===== config.mk =====
export PLATFORM = sky130hd
export DESIGN_NAME = branch_predictor
export DESIGN_NICKNAME = d
export VERILOG_FILES = /design/src/rtl/branch_predictor_pkg.sv /design/src/rtl/bp_ras.sv /design/src/rtl/branch_predictor.sv
export SDC_FILE = /design/constraint.sdc
export NUM_CORES = 1
export LEC_CHECK = 0
export CORE_MARGIN = 2
export CORE_UTILIZATION = 55
export DETAILED_ROUTE_END_ITERATION = 8
export PLACE_DENSITY = 0.86
export SLEW_MARGIN = 20
export SYNTH_ARGS = -nofsm -noshare
export SYNTH_HDL_FRONTEND = slang
export SYNTH_SLANG_ARGS = --single-unit
export TNS_END_PERCENT = 100

===== constraint.sdc =====
create_clock -name clock -period 7.5 [get_ports clock]
set_input_delay 1.5 -clock clock [delete_from_list [all_inputs] [get_ports clock]]
set_output_delay 1.5 -clock clock [all_outputs]
set_load 0.005 [all_outputs]

===== src/rtl/branch_predictor_pkg.sv =====
// Shared constants for the fetch-stage branch predictor: branch-type encodings
// and the direction-counter reset/allocate values.
package branch_predictor_pkg;

  typedef enum logic [1:0] {
    BR_COND = 2'd0,
    BR_JUMP = 2'd1,
    BR_CALL = 2'd2,
    BR_RET  = 2'd3
  } br_type_e;

  // Weakly-not-taken: just below the taken threshold.
  function automatic int unsigned ctr_reset_val(input int unsigned ctr_w);
    return (32'd1 << (ctr_w - 1)) - 32'd1;
  endfunction

  // Weakly-taken: the taken threshold itself.
  function automatic int unsigned ctr_alloc_val(input int unsigned ctr_w);
    return 32'd1 << (ctr_w - 1);
  endfunction

endpackage


===== src/rtl/bp_ras.sv =====
// Circular return-address stack; a push when full overwrites the oldest entry.
// Only compiled when BP_RAS_EN is defined.
`ifdef BP_RAS_EN
module bp_ras #(
  parameter int unsigned XLEN  = 32,
  parameter int unsigned DEPTH = 4,
  localparam int unsigned PTR_W = (DEPTH > 1) ? $clog2(DEPTH) : 1,
  localparam int unsigned CNT_W = $clog2(DEPTH + 1)
) (
  input  logic             clock,
  input  logic             reset,
  input  logic             push,
  input  logic [XLEN-1:0]  push_data,
  input  logic             pop,
  output logic [XLEN-1:0]  top,
  output logic [CNT_W-1:0] count
);

  logic [XLEN-1:0]  mem_q [DEPTH];
  logic [PTR_W-1:0] ptr_q;  // next free slot
  logic [CNT_W-1:0] count_q;
  logic [PTR_W-1:0] ptr_inc, ptr_dec;

  assign ptr_inc = (ptr_q == PTR_W'(DEPTH - 1)) ? '0 : ptr_q + PTR_W'(1);
  assign ptr_dec = (ptr_q == '0) ? PTR_W'(DEPTH - 1) : ptr_q - PTR_W'(1);
  assign top     = mem_q[ptr_dec];
  assign count   = count_q;

  always_ff @(posedge clock or negedge reset) begin
    if (!reset) begin
      ptr_q   <= '0;
      count_q <= '0;
      for (int i = 0; i < DEPTH; i++) mem_q[i] <= '0;
    end else if (push) begin
      mem_q[ptr_q] <= push_data;
      ptr_q        <= ptr_inc;
      if (count_q != CNT_W'(DEPTH)) count_q <= count_q + CNT_W'(1);
    end else if (pop && (count_q != '0)) begin
      ptr_q   <= ptr_dec;
      count_q <= count_q - CNT_W'(1);
    end
  end

endmodule
`endif


===== src/rtl/branch_predictor.sv =====
// Direct-mapped BTB branch predictor with saturating direction counters.
// Define BP_RAS_EN to add a return-address stack for return targets.
module branch_predictor
  import branch_predictor_pkg::*;
#(
  parameter int unsigned XLEN      = 32,
  parameter int unsigned ENTRIES   = 16,
  parameter int unsigned TAG_W     = 12,
  parameter int unsigned CTR_W     = 2,
  parameter int unsigned RAS_DEPTH = 4
) (
  input  logic            clock,
  input  logic            reset,
  input  logic [XLEN-1:0] f_pc,
  output logic            pred_hit,
  output logic            pred_taken,
  output logic [XLEN-1:0] pred_target,
  input  logic            upd_valid,
  input  logic [XLEN-1:0] upd_pc,
  input  logic [1:0]      upd_type,
  input  logic            upd_taken,
  input  logic [XLEN-1:0] upd_target,
  input  logic            upd_mispredict,
  output logic [31:0]     stat_branches,
  output logic [31:0]     stat_mispredicts
);

  localparam int unsigned IDX_W = $clog2(ENTRIES);
  localparam logic [CTR_W-1:0] CTR_RESET = CTR_W'(ctr_reset_val(CTR_W));
  localparam logic [CTR_W-1:0] CTR_ALLOC = CTR_W'(ctr_alloc_val(CTR_W));
  localparam logic [CTR_W-1:0] CTR_MAX   = '1;

  logic [ENTRIES-1:0] valid_q;
  logic [TAG_W-1:0]   tag_q    [ENTRIES];
  logic [XLEN-1:0]    target_q [ENTRIES];
  br_type_e           type_q   [ENTRIES];
  logic [CTR_W-1:0]   ctr_q    [ENTRIES];
  logic [31:0]        stat_br_q, stat_mis_q;

  logic [IDX_W-1:0] f_idx, u_idx;
  logic [TAG_W-1:0] f_tag, u_tag;
  br_type_e         u_type;
  logic             u_hit, u_taken;

  assign f_idx   = f_pc[IDX_W-1:0];
  assign f_tag   = f_pc[IDX_W+TAG_W-1:IDX_W];
  assign u_idx   = upd_pc[IDX_W-1:0];
  assign u_tag   = upd_pc[IDX_W+TAG_W-1:IDX_W];
  assign u_type  = br_type_e'(upd_type);
  assign u_hit   = valid_q[u_idx] && (tag_q[u_idx] == u_tag);
  assign u_taken = upd_taken || (u_type != BR_COND);

  logic unused_upd_pc;
  assign unused_upd_pc = ^upd_pc;

`ifdef BP_RAS_EN
  localparam int unsigned RAS_CNT_W = $clog2(RAS_DEPTH + 1);
  logic [XLEN-1:0]      ras_top;
  logic [RAS_CNT_W-1:0] ras_count;

  // Trained from resolved instructions only, so no speculative repair needed.
  bp_ras #(
    .XLEN  (XLEN),
    .DEPTH (RAS_DEPTH)
  ) u_ras (
    .clock     (clock),
    .reset     (reset),
    .push      (upd_valid && (u_type == BR_CALL)),
    .push_data (upd_pc + XLEN'(1)),
    .pop       (upd_valid && (u_type == BR_RET)),
    .top       (ras_top),
    .count     (ras_count)
  );
`else
  logic [31:0] unused_ras_depth;
  assign unused_ras_depth = 32'(RAS_DEPTH);
`endif

  always_comb begin
    pred_hit    = valid_q[f_idx] && (tag_q[f_idx] == f_tag);
    pred_taken  = 1'b0;
    pred_target = f_pc + XLEN'(1);
    if (pred_hit) begin
      pred_taken = (type_q[f_idx] == BR_COND) ? ctr_q[f_idx][CTR_W-1] : 1'b1;
    end
    if (pred_taken) begin
      pred_target = target_q[f_idx];
`ifdef BP_RAS_EN
      if ((type_q[f_idx] == BR_RET) && (ras_count != '0)) pred_target = ras_top;
`endif
    end
  end

  always_ff @(posedge clock or negedge reset) begin
    if (!reset) begin
      valid_q <= '0;
      for (int i = 0; i < ENTRIES; i++) begin
        tag_q[i]    <= '0;
        target_q[i] <= '0;
        type_q[i]   <= BR_COND;
        ctr_q[i]    <= CTR_RESET;
      end
    end else if (upd_valid) begin
      if (u_hit) begin
        if (u_type == BR_COND) begin
          if (upd_taken) begin
            target_q[u_idx] <= upd_target;
            if (ctr_q[u_idx] != CTR_MAX) ctr_q[u_idx] <= ctr_q[u_idx] + CTR_W'(1);
          end else if (ctr_q[u_idx] != '0) begin
            ctr_q[u_idx] <= ctr_q[u_idx] - CTR_W'(1);
          end
        end else begin
          target_q[u_idx] <= upd_target;
          type_q[u_idx]   <= u_type;
        end
      end else if (u_taken) begin
        valid_q[u_idx]  <= 1'b1;
        tag_q[u_idx]    <= u_tag;
        target_q[u_idx] <= upd_target;
        type_q[u_idx]   <= u_type;
        ctr_q[u_idx]    <= CTR_ALLOC;
      end
    end
  end

  always_ff @(posedge clock or negedge reset) begin
    if (!reset) begin
      stat_br_q  <= '0;
      stat_mis_q <= '0;
    end else if (upd_valid) begin
      if (stat_br_q != '1) stat_br_q <= stat_br_q + 32'd1;
      if (upd_mispredict && (stat_mis_q != '1)) stat_mis_q <= stat_mis_q + 32'd1;
    end
  end

  assign stat_branches    = stat_br_q;
  assign stat_mispredicts = stat_mis_q;

endmodule


; Word-level counts from Yosys, hierarchy flattened
; Cells that the tools add are included.
[word_totals]
out_inout_bits = 98
ff_bits = 848
elab_cells = 163
inputBits = 103
[classes]
n_lt_le_gt_ge = 6
mux = 51
add_sub_neg = 5
reduce_logical = 17
eq_ne = 10
bitwise = 7
[ops]
columns = op, count
row1 = 512-bit 2-to-1 mux, 4
row2 = 512-bit bitwise mux, 1
row3 = 32-bit 2-to-1 mux, 13
row4 = 192-bit bitwise mux, 1
row5 = 32-bit binary-select mux with 4-bit select, 1
row6 = 32-bit demux with 4-bit select, 1
row7 = "32-bit by 1-bit adder with 32-bit output, second input constant", 3
row8 = 12-bit binary-select mux with 4-bit select, 2
row9 = 32-bit bitwise mux, 3
row10 = "32-bit inequality test, second input constant", 2
row11 = 12-bit 2-to-1 mux, 5
row12 = 12-bit demux with 4-bit select, 1
row13 = 16-bit OR, 2
row14 = 2-bit binary-select mux with 4-bit select, 3
row15 = 12-bit == test, 2
row16 = 16-bit bitwise AND, 1
row17 = 16-bit inverter, 1
row18 = 2-bit 2-to-1 mux, 7
row19 = "5-bit greater-or-equal comparator, second input constant", 2
row20 = "4-bit by 5-bit less-than comparator with 1-bit output, second input constant", 2
row21 = 4-bit inverter with 5-bit output, 2
row22 = 3-bit AND reduction, 3
row23 = 1-bit binary-select mux with 4-bit select, 2
row24 = 2-bit demux with 4-bit select, 1
row25 = other kinds (17), 31

; Logic depth before layout (Yosys ltp)
[depth]
ltp_word = 10
ltp_mapped = 16

; Worst setup path before layout
; No wires, ideal clock.
[synth_path]
path_type = input to output
startpoint = input port f_pc[0]
endpoint = output port pred_target[26]
n_path_buf = 7
setup_slack_ns = 1.185
required_time_ns = 6.000
arrival_time_ns = 4.815
path_stages = 10
path_cell_list = buf_2 > buf_2 > buf_2 > clkbuf_1 > clkbuf_1 > buf_2 > buf_2 > mux4_2 > mux4_2 > mux2_2
[synth_via]
elab_chain_cells = 8
[synth_lines]
columns = item, line
row1 = "start, declared", branch_predictor.sv:14  ; input logic [XLEN-1:0] f_pc,
row2 = 4-bit inverter with 5-bit output (implied by the code), "branch_predictor.sv:80, branch_predictor.sv:84, branch_predictor.sv:87"
row3 = 12-bit binary-select mux with 4-bit select / 2-bit binary-select mux with 4-bit select (equally long branches), "branch_predictor.sv:80, branch_predictor.sv:84"
row4 = 12-bit 2-to-1 mux (implied by the code) / 2-bit 2-to-1 mux (equally long branches) (2 in a row), "branch_predictor.sv:80, branch_predictor.sv:84"
row5 = 12-bit == test / 2-bit logical NOT (equally long branches), "branch_predictor.sv:80, branch_predictor.sv:84"
row6 = 1-bit logical AND / 1-bit 2-to-1 mux (equally long branches), "branch_predictor.sv:80, branch_predictor.sv:84"
row7 = 1-bit 2-to-1 mux, branch_predictor.sv:83  ; if (pred_hit) begin
row8 = 32-bit 2-to-1 mux *, branch_predictor.sv:86  ; if (pred_taken) begin
row9 = "end, declared", branch_predictor.sv:17  ; output logic [XLEN-1:0] pred_target,
; Every way passes the cells marked *; elsewhere a longest branch is shown, timed or not. The select of a mux whose other input is x is not followed.

; Final worst setup path
[layout_path]
startpoint = input port f_pc[0]
endpoint = output port pred_target[16]
; The elaborated chain is that of the path after synthesis.

==> flow_metrics.tcl <==
set metrics [dict create \
    synthToLayoutAreaGrowth_pct 14.71 \
    grt.overflow.total 0 \
    initial_drc_count 2243 \
    chipWidth_um 277.8 \
    synth_async_sr_flop_share 1.000 \
    initial_utilization 0.5549 \
    placeableCoreArea_sq_mm 0.07432 \
    achievable-frequency_mhz 141.6 \
    fp.dieArea_sq_mm 0.07719 \
    finalSetupViolations 0 \
    placed_cells_incl_taps 3691 \
    drt_wl_total_um 105100 \
    port_buffers 184 \
    power.switching_mw 3.540 \
    slew_violations 0 \
    postRouteAntennaNets 0 \
    worst_ir_drop_vdd_mv 0.1782 \
    synth-adder-area-share 0.001517 \
    row_count 100 \
    power.switching_fraction 0.2623 \
    grt_setup_unrepaired "false" \
    multiInputGateArea_sq_mm 0.01927 \
    gp_congestion 0.8547 \
    timing.reg2reg.setup_slack_ns 3.33 \
    per_instance_average_area_after_synthesis_sq_um 15.29 \
    num_io_pins 201 \
    status "complete, no violations" \
    worst_clock_skew_ns 0.02633 \
    n_fill_cell 4975 \
    detailedRoute.firstPassIterationCount 6 \
    number_of_enable_type_register_cells_in_the_synthesized_netlist 0 \
    synth_mux_area_frac 0.3790 \
    period_needed_ns 7.063 \
    cts-root-buf "sky130_fd_sc_hd__clkbuf_16" \
    netlist_instances 2698 \
    power.leakage_nw 19.47 \
    power.clock.fraction 0.345 \
    drive_gt1_frac 0.4701 \
    worst_ep_required_time_ns 6.00 \
    cts_tree "built" \
    synth_compound_gate_area_share 0.01654 \
    synth_top_cells_by_count "sky130_fd_sc_hd__dfrtp_1 (832), sky130_fd_sc_hd__mux2_2 (780), sky130_fd_sc_hd__mux4_2 (278), sky130_fd_sc_hd__clkbuf_1 (112), sky130_fd_sc_hd__xnor2_1 (83)" \
    antenna_found_initial 8 \
    cts-buffers-inserted 89 \
    post_cts_buffers 0 \
    p_int_mw 9.957 \
    finalCritPeriodShare 0.9418 \
    worst-slew-pin-transition_ns 1.186 \
    synth_simple_gate_area_frac 0.03862 \
    timing.slew.headroom 0.2065 \
    drv.max_cap_violation_count 0 \
    route.detailed.wl_per_inst_um 27.20 \
    critPathLaunchType "input port" \
    synth_top_area_frac 0.5049 \
    synthXorXnorAreaFrac 0.02506 \
    ys_dominant_reg_cell "sky130_fd_sc_hd__dfrtp_1" \
    remaining_drc_errors 0 \
    pwr-share-seq 0.464 \
    die_h_um 277.8 \
    cellPowerDensity_mw_per_mm2 285.3 \
    finalHoldViolCount 0 \
    synth_most_common_cell "sky130_fd_sc_hd__dfrtp_1" \
    worst-path-max-fanout 43 \
    grt_first_pass_wirelength_um 163100 \
    cts_max_level 3 \
    layout.cells.non_filler 3866 \
    timing.hold.worst.class "flip-flop to flip-flop" \
    yosys_warnings 0 \
    ctsLongestPathBuffers 3 \
    vias 25070 \
    clk-insertion-delay-late_ns 0.66 \
    synth_seq_area_share 0.5150 \
    critical_path_class "input port to output pin" \
    nets 2924 \
    endpoint_kind "output pin" \
    combinational_family_with_the_most_area_after_synthesis "multiplexers" \
    layout.area.seq_sq_mm 0.02124 \
    power.share.combinational 0.191 \
    yosys-top-cells-area "sky130_fd_sc_hd__dfrtp_1 (50%), sky130_fd_sc_hd__mux2_2 (21%), sky130_fd_sc_hd__mux4_2 (15%), sky130_fd_sc_hd__xnor2_1 (1.8%), sky130_fd_sc_hd__clkbuf_1 (1.0%)" \
    maximum_number_of_pins_on_one_net_before_global_route_repair 202 \
    worst_ep_arrival_time_ns 5.56 \
    yosys.cell_types.count 53 \
    synth_fp_nets 2806 \
    cts_hold_buf 0 \
    synth_top_cell_by_area "sky130_fd_sc_hd__dfrtp_1" \
    first_global_vias 27210 \
    post_cts.resized_instances 0 \
    avgViaCountPerCell 6.486 \
    clk_transition_reported_paths_ns 0.06 \
    timing.setup.tns_ns 0 \
    ys_seq_elements 848 \
    track_usage 0.2753 \
    tritoncts_num_sinks 848 \
    synth.cell_area_sq_mm 0.04124 \
    dp_hpwl_um 63860 \
]
==> critical path, stage by stage <==
cell and delay (ns):
sky130_fd_sc_hd__buf_8 0.24, sky130_fd_sc_hd__buf_4 0.65, sky130_fd_sc_hd__mux4_2 0.59, sky130_fd_sc_hd__mux4_2 0.49
sky130_fd_sc_hd__xnor2_1 0.21, sky130_fd_sc_hd__nand3_1 0.10, sky130_fd_sc_hd__nor3_1 0.27, sky130_fd_sc_hd__nand2b_2 0.33
sky130_fd_sc_hd__buf_12 0.29, sky130_fd_sc_hd__mux2_2 0.29, sky130_fd_sc_hd__clkdlybuf4s50_1 0.53
==> flip-flops by register name, indices dropped and copies added (netlist names) <==
signal	flops
tag_q	192
stat_mispredicts	32
target_q	512
type_q	32
stat_branches	32
valid_q	16
ctr_q	32
==> worst paths after layout <==
| check | cells after the start | to | start |
|---|---|---|---|
| worst max-delay path | 11 | pred_target[16] | f_pc[0] |
| worst min-delay path | 1 | stat_mispredicts[25] | stat_mispredicts[25] |
| worst max register to register | 8 | ctr_q[25] | tag_q[52] |
| worst min register to register | 1 | stat_mispredicts[25] | stat_mispredicts[25] |
| max in group asynchronous | 3 | target_q[145] | reset |
| min in group asynchronous | 1 | tag_q[100] | reset |
==> power groups by stage <==
| stage | logic [mW] | clock network, mW | registers, mW |
|---|---|---|---|
| detailed placement | 2.55 | 0 | 6.30 |
| floorplan | 1.92 | 0 | 6.06 |
| global placement | 2.43 | 0 | 6.17 |
| global route | 2.75 | 4.91 | 6.37 |
| finish | 2.57 | 4.66 | 6.26 |
| CTS | 2.58 | 4.72 | 6.24 |
==> routing by layer <==
layer  track usage  part of all wire  vias to the layer above
met4        0.1229             0.039                        6
met3       0.05820             0.073                      259
met2        0.4431              0.49                     1003
met1        0.3635              0.39                    13460
met5             0           0.00033                        -
li1              -                 -                    10340
==> through the flow <==
| step | util | power (mW) | hold slack (ns) | worst slack (ns) | cell area, sq um |
|---|---|---|---|---|---|
| detailed placement | 0.5929 | 8.854 | 0.4724 | 0.4339 | 44060 |
| floorplan | - | 7.981 | 0.4515 | 1.185 | 41240 |
| finish | 0.6365 | 13.50 | 0.4852 | 0.4367 | 47300 |
| global placement | 0.5929 | 8.594 | 0.4656 | 0.4674 | 44060 |
| CTS | 0.6352 | 13.53 | 0.4823 | 0.4364 | 47210 |
| global route | 0.6364 | 14.03 | 0.5045 | 0.2381 | 47300 |
==> area by class of cell <==
class | count | share of cell area
Tap cell | 969 | 0.02563
Clock buffer | 130 | 0.05650
Sequential cell | 848 | 0.4490
Clock inverter | 36 | 0.009998
Inverter | 14 | 0.001111
Antenna cell | 6 | 0.0003174
Timing Repair Buffer | 242 | 0.05012
Multi-Input combinational cell | 1621 | 0.4073
==> cells by family after synthesis <==
kind of cell               Yosys count
buffers and inverters              229
xor gates and xnor gates           118
and+or+nand+nor                    307
AOI/OAI and AO/OA                   78
DFF                                848
muxes                             1113
adders and majority gates            5
==> cell usage in the layout, fill, tap and decap left out, types with 6 or more instances in the layout <==
cell	synthesis	layout
sky130_fd_sc_hd__mux2_1	27	27
sky130_fd_sc_hd__nor2_1	46	33
sky130_fd_sc_hd__a31oi_1	6	6
sky130_fd_sc_hd__a21oi_1	26	26
sky130_fd_sc_hd__dfstp_2	16	16
sky130_fd_sc_hd__nor2_4	0	12
sky130_fd_sc_hd__clkbuf_8	0	28
sky130_fd_sc_hd__and4_1	12	12
sky130_fd_sc_hd__mux2i_1	28	28
sky130_fd_sc_hd__nor3_1	32	17
sky130_fd_sc_hd__dfrtp_1	832	832
sky130_fd_sc_hd__inv_1	14	14
sky130_fd_sc_hd__bufinv_16	0	7
sky130_fd_sc_hd__xor2_1	35	35
sky130_fd_sc_hd__nor4_1	12	12
sky130_fd_sc_hd__diode_2	0	6
sky130_fd_sc_hd__and3_1	17	17
sky130_fd_sc_hd__a22oi_1	8	8
sky130_fd_sc_hd__clkinv_2	0	16
sky130_fd_sc_hd__nand3_1	40	39
sky130_fd_sc_hd__nand4_1	20	20
sky130_fd_sc_hd__nor2b_1	11	11
sky130_fd_sc_hd__buf_4	7	54
sky130_fd_sc_hd__mux2_2	780	780
sky130_fd_sc_hd__xnor2_1	83	83
sky130_fd_sc_hd__clkdlybuf4s50_1	0	176
sky130_fd_sc_hd__clkbuf_16	0	90
sky130_fd_sc_hd__or2_2	19	19
sky130_fd_sc_hd__clkbuf_1	112	13
sky130_fd_sc_hd__nor3_4	0	12
sky130_fd_sc_hd__o22ai_1	6	6
sky130_fd_sc_hd__and2_1	13	13
sky130_fd_sc_hd__nand2_1	68	68
sky130_fd_sc_hd__a31oi_4	10	10
sky130_fd_sc_hd__mux4_2	278	278
(Power assumes the default switching activity.)
